$ cat src/rtl/ibex_hpm_unit.sv
// Configurable bank of mhpmcounter3..N event counters with per-counter event masks and inhibit bits.
// Define IBEX_HPM_OVF_IRQ_EN to add sticky overflow flags, the CSR_MHPMOVF register and ovf_irq_o.
module ibex_hpm_unit #(
  parameter int unsigned NumCounters  = 10,
  parameter int unsigned CounterWidth = 40,
  parameter int unsigned NumEvents    = 16
) (
  input  logic                 clk_i,
  input  logic                 rst_i,
  input  logic [NumEvents-1:0] event_i,
  input  logic                 csr_we_i,
  input  logic [11:0]          csr_addr_i,
  input  logic [31:0]          csr_wdata_i,
  output logic [31:0]          csr_rdata_o,
  output logic                 csr_hit_o,
  output logic                 ovf_irq_o
);

  logic [4:0] sel;
  logic       is_inh;
  logic       is_evt;
  logic       is_lo;
  logic       is_hi;

  // Low five address bits give the counter index 3..31 inside each 32-entry CSR window.
  assign sel    = csr_addr_i[4:0];
  assign is_inh = (csr_addr_i == 12'h320);
  assign is_evt = (csr_addr_i[11:5] == 7'h19) && (sel >= 5'd3);
  assign is_lo  = (csr_addr_i[11:5] == 7'h58) && (sel >= 5'd3);
  assign is_hi  = (csr_addr_i[11:5] == 7'h5C) && (sel >= 5'd3);

  logic [NumCounters-1:0]       inh_q;
  logic [NumCounters-1:0]       inh_d;
  logic [NumCounters-1:0]       inc;
  logic [NumCounters-1:0][31:0] rd_lo;
  logic [NumCounters-1:0][31:0] rd_hi;
  logic [NumCounters-1:0][31:0] rd_evt;
  logic [31:0]                  inh_word;

`ifdef IBEX_HPM_OVF_IRQ_EN
  logic                   is_ovf;
  logic [NumCounters-1:0] wrap;
  logic [NumCounters-1:0] ovf_q;
  logic [NumCounters-1:0] ovf_d;
  logic                   ovf_irq_q;
  logic                   ovf_irq_d;
  assign is_ovf = (csr_addr_i == 12'h7C2);
`endif

  for (genvar k = 0; k < NumCounters; k++) begin : g_cnt
    localparam logic [4:0] Idx = 5'(k + 3);

    logic [CounterWidth-1:0] cnt_q;
    logic [CounterWidth-1:0] cnt_d;
    logic [CounterWidth-1:0] lo_repl;
    logic [CounterWidth-1:0] hi_repl;
    logic [NumEvents-1:0]    evt_q;
    logic [NumEvents-1:0]    evt_d;
    logic                    wr_lo;
    logic                    wr_hi;
    logic                    wr_evt;

    assign wr_lo  = csr_we_i && is_lo && (sel == Idx);
    assign wr_evt = csr_we_i && is_evt && (sel == Idx);

    if (CounterWidth > 32) begin : g_hi
      assign wr_hi    = csr_we_i && is_hi && (sel == Idx);
      assign lo_repl  = {cnt_q[CounterWidth-1:32], csr_wdata_i};
      assign hi_repl  = {csr_wdata_i[CounterWidth-33:0], cnt_q[31:0]};
      assign rd_hi[k] = 32'(cnt_q[CounterWidth-1:32]);
    end else begin : g_nohi
      // No upper half exists: high-half writes are dropped and reads return zero.
      assign wr_hi    = 1'b0;
      assign lo_repl  = csr_wdata_i;
      assign hi_repl  = cnt_q;
      assign rd_hi[k] = '0;
    end

    assign inc[k]    = !inh_q[k] && |(evt_q & event_i);
    assign rd_lo[k]  = cnt_q[31:0];
    assign rd_evt[k] = 32'(evt_q);

`ifdef IBEX_HPM_OVF_IRQ_EN
    assign wrap[k] = inc[k] && !wr_lo && !wr_hi && (&cnt_q);
`endif

    // A CSR write to either half takes priority and suppresses that cycle's increment.
    always_comb begin
      if (wr_lo) begin
        cnt_d = lo_repl;
      end else if (wr_hi) begin
        cnt_d = hi_repl;
      end else if (inc[k]) begin
        cnt_d = cnt_q + CounterWidth'(1);
      end else begin
        cnt_d = cnt_q;
      end
      evt_d = wr_evt ? csr_wdata_i[NumEvents-1:0] : evt_q;
    end

    always_ff @(posedge clk_i or posedge rst_i) begin
      if (rst_i) begin
        cnt_q <= '0;
        evt_q <= '0;
      end else begin
        cnt_q <= cnt_d;
        evt_q <= evt_d;
      end
    end
  end

  assign inh_word = 32'({inh_q, 3'b000});

  always_comb begin
    inh_d = inh_q;
    if (csr_we_i && is_inh) begin
      inh_d = csr_wdata_i[NumCounters+2:3];
    end
  end

  always_ff @(posedge clk_i or posedge rst_i) begin
    if (rst_i) begin
      inh_q <= '0;
    end else begin
      inh_q <= inh_d;
    end
  end

`ifdef IBEX_HPM_OVF_IRQ_EN
  // A wrap in the same cycle as a write-1-to-clear leaves the flag set.
  always_comb begin
    ovf_d = ovf_q;
    if (csr_we_i && is_ovf) begin
      ovf_d = ovf_q & ~csr_wdata_i[NumCounters+2:3];
    end
    ovf_d     = ovf_d | wrap;
    ovf_irq_d = |ovf_q;
  end

  always_ff @(posedge clk_i or posedge rst_i) begin
    if (rst_i) begin
      ovf_q     <= '0;
      ovf_irq_q <= 1'b0;
    end else begin
      ovf_q     <= ovf_d;
      ovf_irq_q <= ovf_irq_d;
    end
  end

  assign ovf_irq_o = ovf_irq_q;
`else
  assign ovf_irq_o = 1'b0;
`endif

  // Unimplemented counter slots in the windows still hit and read zero.
  always_comb begin
    csr_rdata_o = '0;
    csr_hit_o   = 1'b0;
    if (is_inh) begin
      csr_hit_o   = 1'b1;
      csr_rdata_o = inh_word;
    end else if (is_evt || is_lo || is_hi) begin
      csr_hit_o = 1'b1;
      for (int k = 0; k < NumCounters; k++) begin
        if (sel == 5'(k + 3)) begin
          if (is_evt) begin
            csr_rdata_o = rd_evt[k];
          end else if (is_lo) begin
            csr_rdata_o = rd_lo[k];
          end else begin
            csr_rdata_o = rd_hi[k];
          end
        end
      end
`ifdef IBEX_HPM_OVF_IRQ_EN
    end else if (is_ovf) begin
      csr_hit_o   = 1'b1;
      csr_rdata_o = 32'({ovf_q, 3'b000});
`endif
    end
  end

endmodule

$ cat config.mk
export PLATFORM = sky130hd
export DESIGN_NAME = ibex_hpm_unit
export DESIGN_NICKNAME = d
export VERILOG_FILES = /design/src/rtl/ibex_hpm_unit.sv
export SDC_FILE = /design/constraint.sdc
export NUM_CORES = 2
export LEC_CHECK = 0
export CORE_UTILIZATION = 40
export CTS_CLUSTER_SIZE = 25
export DETAILED_ROUTE_END_ITERATION = 8
export GPL_ROUTABILITY_DRIVEN = 1
export PLACE_DENSITY_LB_ADDON = 0.3
export REMOVE_ABC_BUFFERS = 1
export SETUP_SLACK_MARGIN = 0.3
export SKIP_CTS_REPAIR_TIMING = 1
export SYNTH_ARGS = -nofsm -noshare
export SYNTH_HDL_FRONTEND = slang
export SYNTH_SLANG_ARGS = --single-unit
$ cat constraint.sdc
create_clock -name clk_i -period 63.6 [get_ports clk_i]
set_input_delay 15.9 -clock clk_i [delete_from_list [all_inputs] [get_ports clk_i]]
set_output_delay 15.9 -clock clk_i [all_outputs]
set_load 0.02 [all_outputs]
# Yosys cells after proc, flatten, opt, wreduce, memory -nomap -nowiden
# Index checks and enable logic that the tools add are counted.
# classes
addsub,10
magnitude_cmp,1
n_eq_ne,24
mux,64
n_bitwise,20
reduce_logical,109
# ops
operator,count
two-way mux 32 bit,42
two-way mux 40 bit,20
adder 40 x 1 -> 40 bit (second input constant),10
AND 16 bit,10
OR reduction 16 bit,10
logical AND 1 bit,47
AND reduction 2 bit,20
nonzero test 2 bit,20
equality test 5 x 4 -> 1 bit (second input constant),5
equality test 5 x 3 -> 1 bit (second input constant),4
!= test 2 bit (second input constant),10
equality test 7 bit (second input constant),2
equality test 12 x 10 -> 1 bit (second input constant),1
zero test 1 bit,10
inverter 1 bit,10
equality test 7 x 5 -> 1 bit (second input constant),1
equality test 5 x 2 -> 1 bit (second input constant),1
>= comparator 5 x 2 -> 1 bit (second input constant),1
logical OR 1 bit,2
two-way mux 1 bit,2
# word_totals
reg_bits,570
out_inout_bits,34
elab_cells,259

# Logic depth before layout (Yosys ltp)
# logic_depth
word_depth,16
depth_mapped,11

# Worst setup path after synthesis
# OpenSTA, ideal clock, no wires.
# synth_timing
path_kind,input to output
from,input csr_addr_i[4]
to,output csr_rdata_o[3]
arrival_time_ns,18.252
required_time_ns,47.700
path_slack_ns,29.448
stages,10
cell_sequence,buf_2 a2111o_1 nand3_1 clkbuf_1 buf_1 o22a_1 o21ai_0 a21oi_1 nand3_1 o21ai_0
# synth_via
elab_chain_len,16
# synth_rtl
element,line,rtl
from (decl),12,"input logic [11:0] csr_addr_i,"
>= comparator 5 x 2 -> 1 bit,"28, 29, 30",
logical AND 1 bit,29,assign is_lo = (csr_addr_i[11:5] == 7'h58) && (sel >= 5'd3);
two-way mux 32 bit,168,end else if (is_lo) begin
two-way mux 32 bit,166,if (is_evt) begin
two-way mux 32 bit (10 in a row),165,if (sel == 5'(k + 3)) begin
two-way mux 32 bit,162,end else if (is_evt || is_lo || is_hi) begin
two-way mux 32 bit (*),159,if (is_inh) begin
to (decl),14,"output logic [31:0] csr_rdata_o,"
# Mark *: on every way between the ends. The rest lies on a longest branch, timed or not.

# Worst setup path in the final report
# layout_timing
from,input csr_addr_i[5]
to,output csr_rdata_o[14]
# layout_via
elab_chain_len,16
# layout_rtl
element,line
equality test 7 bit,29
logical AND 1 bit,29
two-way mux 32 bit,168
two-way mux 32 bit,166
two-way mux 32 bit (10 in a row),165
two-way mux 32 bit,162
two-way mux 32 bit (*),159
# Marks and branches as above.

==> flow_results.org <==
** Outcome
- Outcome :: finished with violations
- The checks that failed: max-capacitance violations.

** Setup path
- The worst setup path is captured at an output port.
- The most critical setup path has its startpoint at csr_addr_i[5].
- The worst setup path is of the in -> out kind.
- STA classifies the critical path startpoint as an input port.
- Reg-to-reg startpoint :: g_cnt[6].cnt_q[4]$_DFFE_PP0P_
- Largest fanout of any net on the critical path :: a little under 80
- CP Data Required Time :: around 48000 ps
- Data on the critical path arrives at its endpoint at about 21000 ps.

** Floorplanning
- The total area inside the core boundary comes to 85680 um^2.
- Pin placement for this block handled between 90 and 100 I/O pins.
- Y dimension of the die :: 296.9 um
- Die Outline Area :: between 80000 and 90000 um^2
- Site Rows :: approximately 110
- The die is between 200 and 300 um wide.
- For this configuration, the core starts out at a cell density of 0.4060.

** Detailed routing
- The detailed router placed roughly 34k vias in this run.
- DRT antenna net count :: 0
- DR DRC count :: 0
- For this run, the detailed router's first-pass iteration total came to 7.
- After detailed routing, the number of vias per cell comes to 6.717.
- Wires add up to around 160 mm.
- For this block, the initial DRC count from the detailed router was slightly above 5k.
- In the final routed layout, each cell accounts on average for about 32 um.

** Synth
- Dominant cells by area after synthesis :: sky130_fd_sc_hd__dfrtp_1, sky130_fd_sc_hd__xor2_1, sky130_fd_sc_hd__a21oi_1, sky130_fd_sc_hd__mux2_2, sky130_fd_sc_hd__nor2_1
- Counting flops with a built-in enable in the synthesized netlist gives 0.
- For this run, the register share of the synthesized area comes to 0.4100.
- Portion of synthesized cell area occupied by the leading cell type :: 0.4100
- After technology mapping, the gate count stands at a little under 4k.
- Top post-synthesis cells by count :: sky130_fd_sc_hd__dfrtp_1, sky130_fd_sc_hd__a21oi_1, sky130_fd_sc_hd__nor2_1, sky130_fd_sc_hd__xor2_1, sky130_fd_sc_hd__clkbuf_1
- Dividing the synthesized area by the synthesized cell count gives 8.976 um^2.
- Summing every instance area after synthesis gives between 30000 and 40000 um^2.
- In this run, distinct cell masters in the synthesized netlist total between 80 and 90.
- For this run, asynchronously set or reset flops after synthesis account for 1.000.
- Among all cell types in the netlist, the one instantiated most often is sky130_fd_sc_hd__dfrtp_1.
- Summed over all instances, the cell type with the most area after synthesis is sky130_fd_sc_hd__dfrtp_1.
- Ys flop type :: sky130_fd_sc_hd__dfrtp_1
- After synthesis the netlist holds a flip-flop and latch count of 570.
- Synthesis Warnings :: 0

** STA
- Setup repair after global routing left no endpoint under its margin.
- Worst Max-Slew Pin Slew :: ~1500 ps
- Final hold violation count :: 0
- Slew Limit Fails :: 0
- Final total negative setup slack :: 0 ps
- Normalized max-slew margin :: 0.007218
- Setup violations remaining at the end of the flow were counted as 0.
- Time the worst path needs with I/O delays and setup :: approximately 37000 ps
- On the final layout, the worst clock skew is 39.67 ps.
- Final cycle utilization of the critical path :: 0.5832
- Top achievable clock speed :: 26.96 MHz

** Clocking
- After clock tree synthesis, the clock-pin slew on the worst setup and hold paths is about 60 ps.
- In this run the number of H-tree levels came out at 3.
- Maximum clock insertion buffer count :: 3
- The tree is rooted in a sky130_fd_sc_hd__clkbuf_16.
- Clock latency of the later-clocked register in the worst-skew pair :: approximately 650 ps
- TritonCTS built the clock tree.
- For this design, the sink count on the clock tree is 570.
- TritonCTS created roughly 70 clock buffers.

** Cells and area
- Syn-to-layout area delta :: 12.27%
- After the last flow step, the layout net total stands at approximately 4k.
- Share of post-route cells with drive strength above 1 :: 0.1246
- The finished cells cover slightly below 40000 um^2.
- The filler cells instantiated in the layout total 8275.
- For this run, the share of the core covered by cells in the final layout is 0.4559.

** Pwr
- Total leakage power :: 16.30 nW
- Power comes to around 860 uW.
- In this run the power density over the cells is around 22 nW/um^2.
- VDD IR max :: between 15 and 20 uV

** Place
- DP Wirelength :: ~110 mm
- Final Wtd Congestion :: 1.016
- Number of buffers added on ports :: 95
- Post-DP Area :: ~37000 um^2

** GRT
- The first global-routing pass estimated around 230 mm of wire.
- In the global route stage, overall resource usage came out at 0.3525.
- Global route total overflow :: 0
- Number of antenna violations at the first check in global routing :: 11
- Entering global routing, the biggest net connects ~110 pins.
- The number of global-route vias before repair came to ~31k.

** Job
- Max Cap Violations :: 1

** Min path
- Worst min-delay path class :: reg -> reg
- The startpoint identified for the worst hold timing path is g_cnt[6].cnt_q[38]$_DFFE_PP0P_.
-- kinds of logic after synthesis --
logic type	after synthesis	synth area share
buffers and inverters	359	0.04103
muxes	203	0.06484
and+or+nand+nor	1354	0.2029
xor gates and xnor gates	306	0.07703
AOI/OAI and AO/OA	1073	0.2005
adders and majority gates	10	0.003596
other	1	0.0001078
DFF	570	0.4100
-- state kept, by name, summed over array words and instances, names as in the netlist --
name	flops
g_cnt.cnt_q	400
g_cnt.evt_q	160
inh_q	10
-- per-layer routing --
layer,wire [um],track usage,up-vias
met4,10870,0.2012,12
li1,-,-,14270
met1,61660,0.4693,16564
met3,21070,0.1146,546
met2,65650,0.4997,2269
met5,75,0,-
-- through the flow --
stage / hold WS (ps) / std cells / worst slack (ps)
floorplan: 481.7 / 3557 / 25230
global placement: 499.9 / 4885 / 26860
detailed placement: 516.6 / 4885 / 26830
CTS: 530.2 / 5003 / 26830
global route: 542.9 / 5003 / 26430
finish: 536.4 / 5011 / 26510
-- cell type report --
type / count / area, um^2 / share of cell area
Clock inverter: 21 / 257.7 / 0.006599
Timing Repair Buffer: 184 / 1559 / 0.03991
Sequential cell: 570 / 14260 / 0.3652
Tap cell: 1144 / 1431 / 0.03665
Inverter: 40 / 157.7 / 0.004036
Multi-Input combinational cell: 2947 / 19320 / 0.4947
Antenna cell: 8 / 20.02 / 0.0005125
Clock buffer: 97 / 2046 / 0.05238
-- power breakdown --
part / internal (mW) / leakage (nW) / switching (mW)
clock network: 0.244 / 1.14 / 0.169
logic: 0.0167 / 7.35 / 0.0432
registers: 0.370 / 7.82 / 0.0145
-- cell usage in the layout, fill, tap and decap left out, drive strengths merged, types with 11 or more instances in the layout --
master,n
o21ai,106
dfrtp,570
xor2,265
nand3,213
a22oi,93
mux2i,24
mux2,179
nand2b,13
a22o,62
a2111oi,16
clkdlybuf4s50,83
nand4,157
a221oi,68
nor4,50
nor2,444
o22ai,61
o22a,26
a2bb2oi,11
and2,34
inv,43
xnor2,41
o21a,11
and4,49
o221a,16
clkbuf,97
nor3,69
and3,104
o221ai,25
a21oi,456
clkinv,11
nand2,174
buf,101
a31oi,33
o211ai,21
-- worst paths after layout --
path / end / slack (ps) / depth (start not counted)
max reg2reg: g_cnt[6].cnt_q[37]$_DFFE_PP0P_ / 60040 / 7
min: g_cnt[6].cnt_q[38]$_DFFE_PP0P_ / 540 / 1
min in group asynchronous: g_cnt[9].cnt_q[24]$_DFFE_PP0P_ / 15820 / 2
max: csr_rdata_o[14] / 26510 / 9
max in group asynchronous: g_cnt[6].cnt_q[3]$_DFFE_PP0P_ / 44550 / 5
min reg2reg: g_cnt[6].cnt_q[38]$_DFFE_PP0P_ / 540 / 1
-- critical path, cell delays in order --
cell and delay [ps]:
sky130_fd_sc_hd__clkdlybuf4s50_1 470, sky130_fd_sc_hd__nand4bb_1 810, sky130_fd_sc_hd__nor3_4 770, sky130_fd_sc_hd__buf_4 920, sky130_fd_sc_hd__a221oi_1 230, sky130_fd_sc_hd__nor4_1 690
sky130_fd_sc_hd__a21oi_1 250, sky130_fd_sc_hd__o21ai_0 350, sky130_fd_sc_hd__clkdlybuf4s50_1 740
Power figures use the tool's default switching activity.
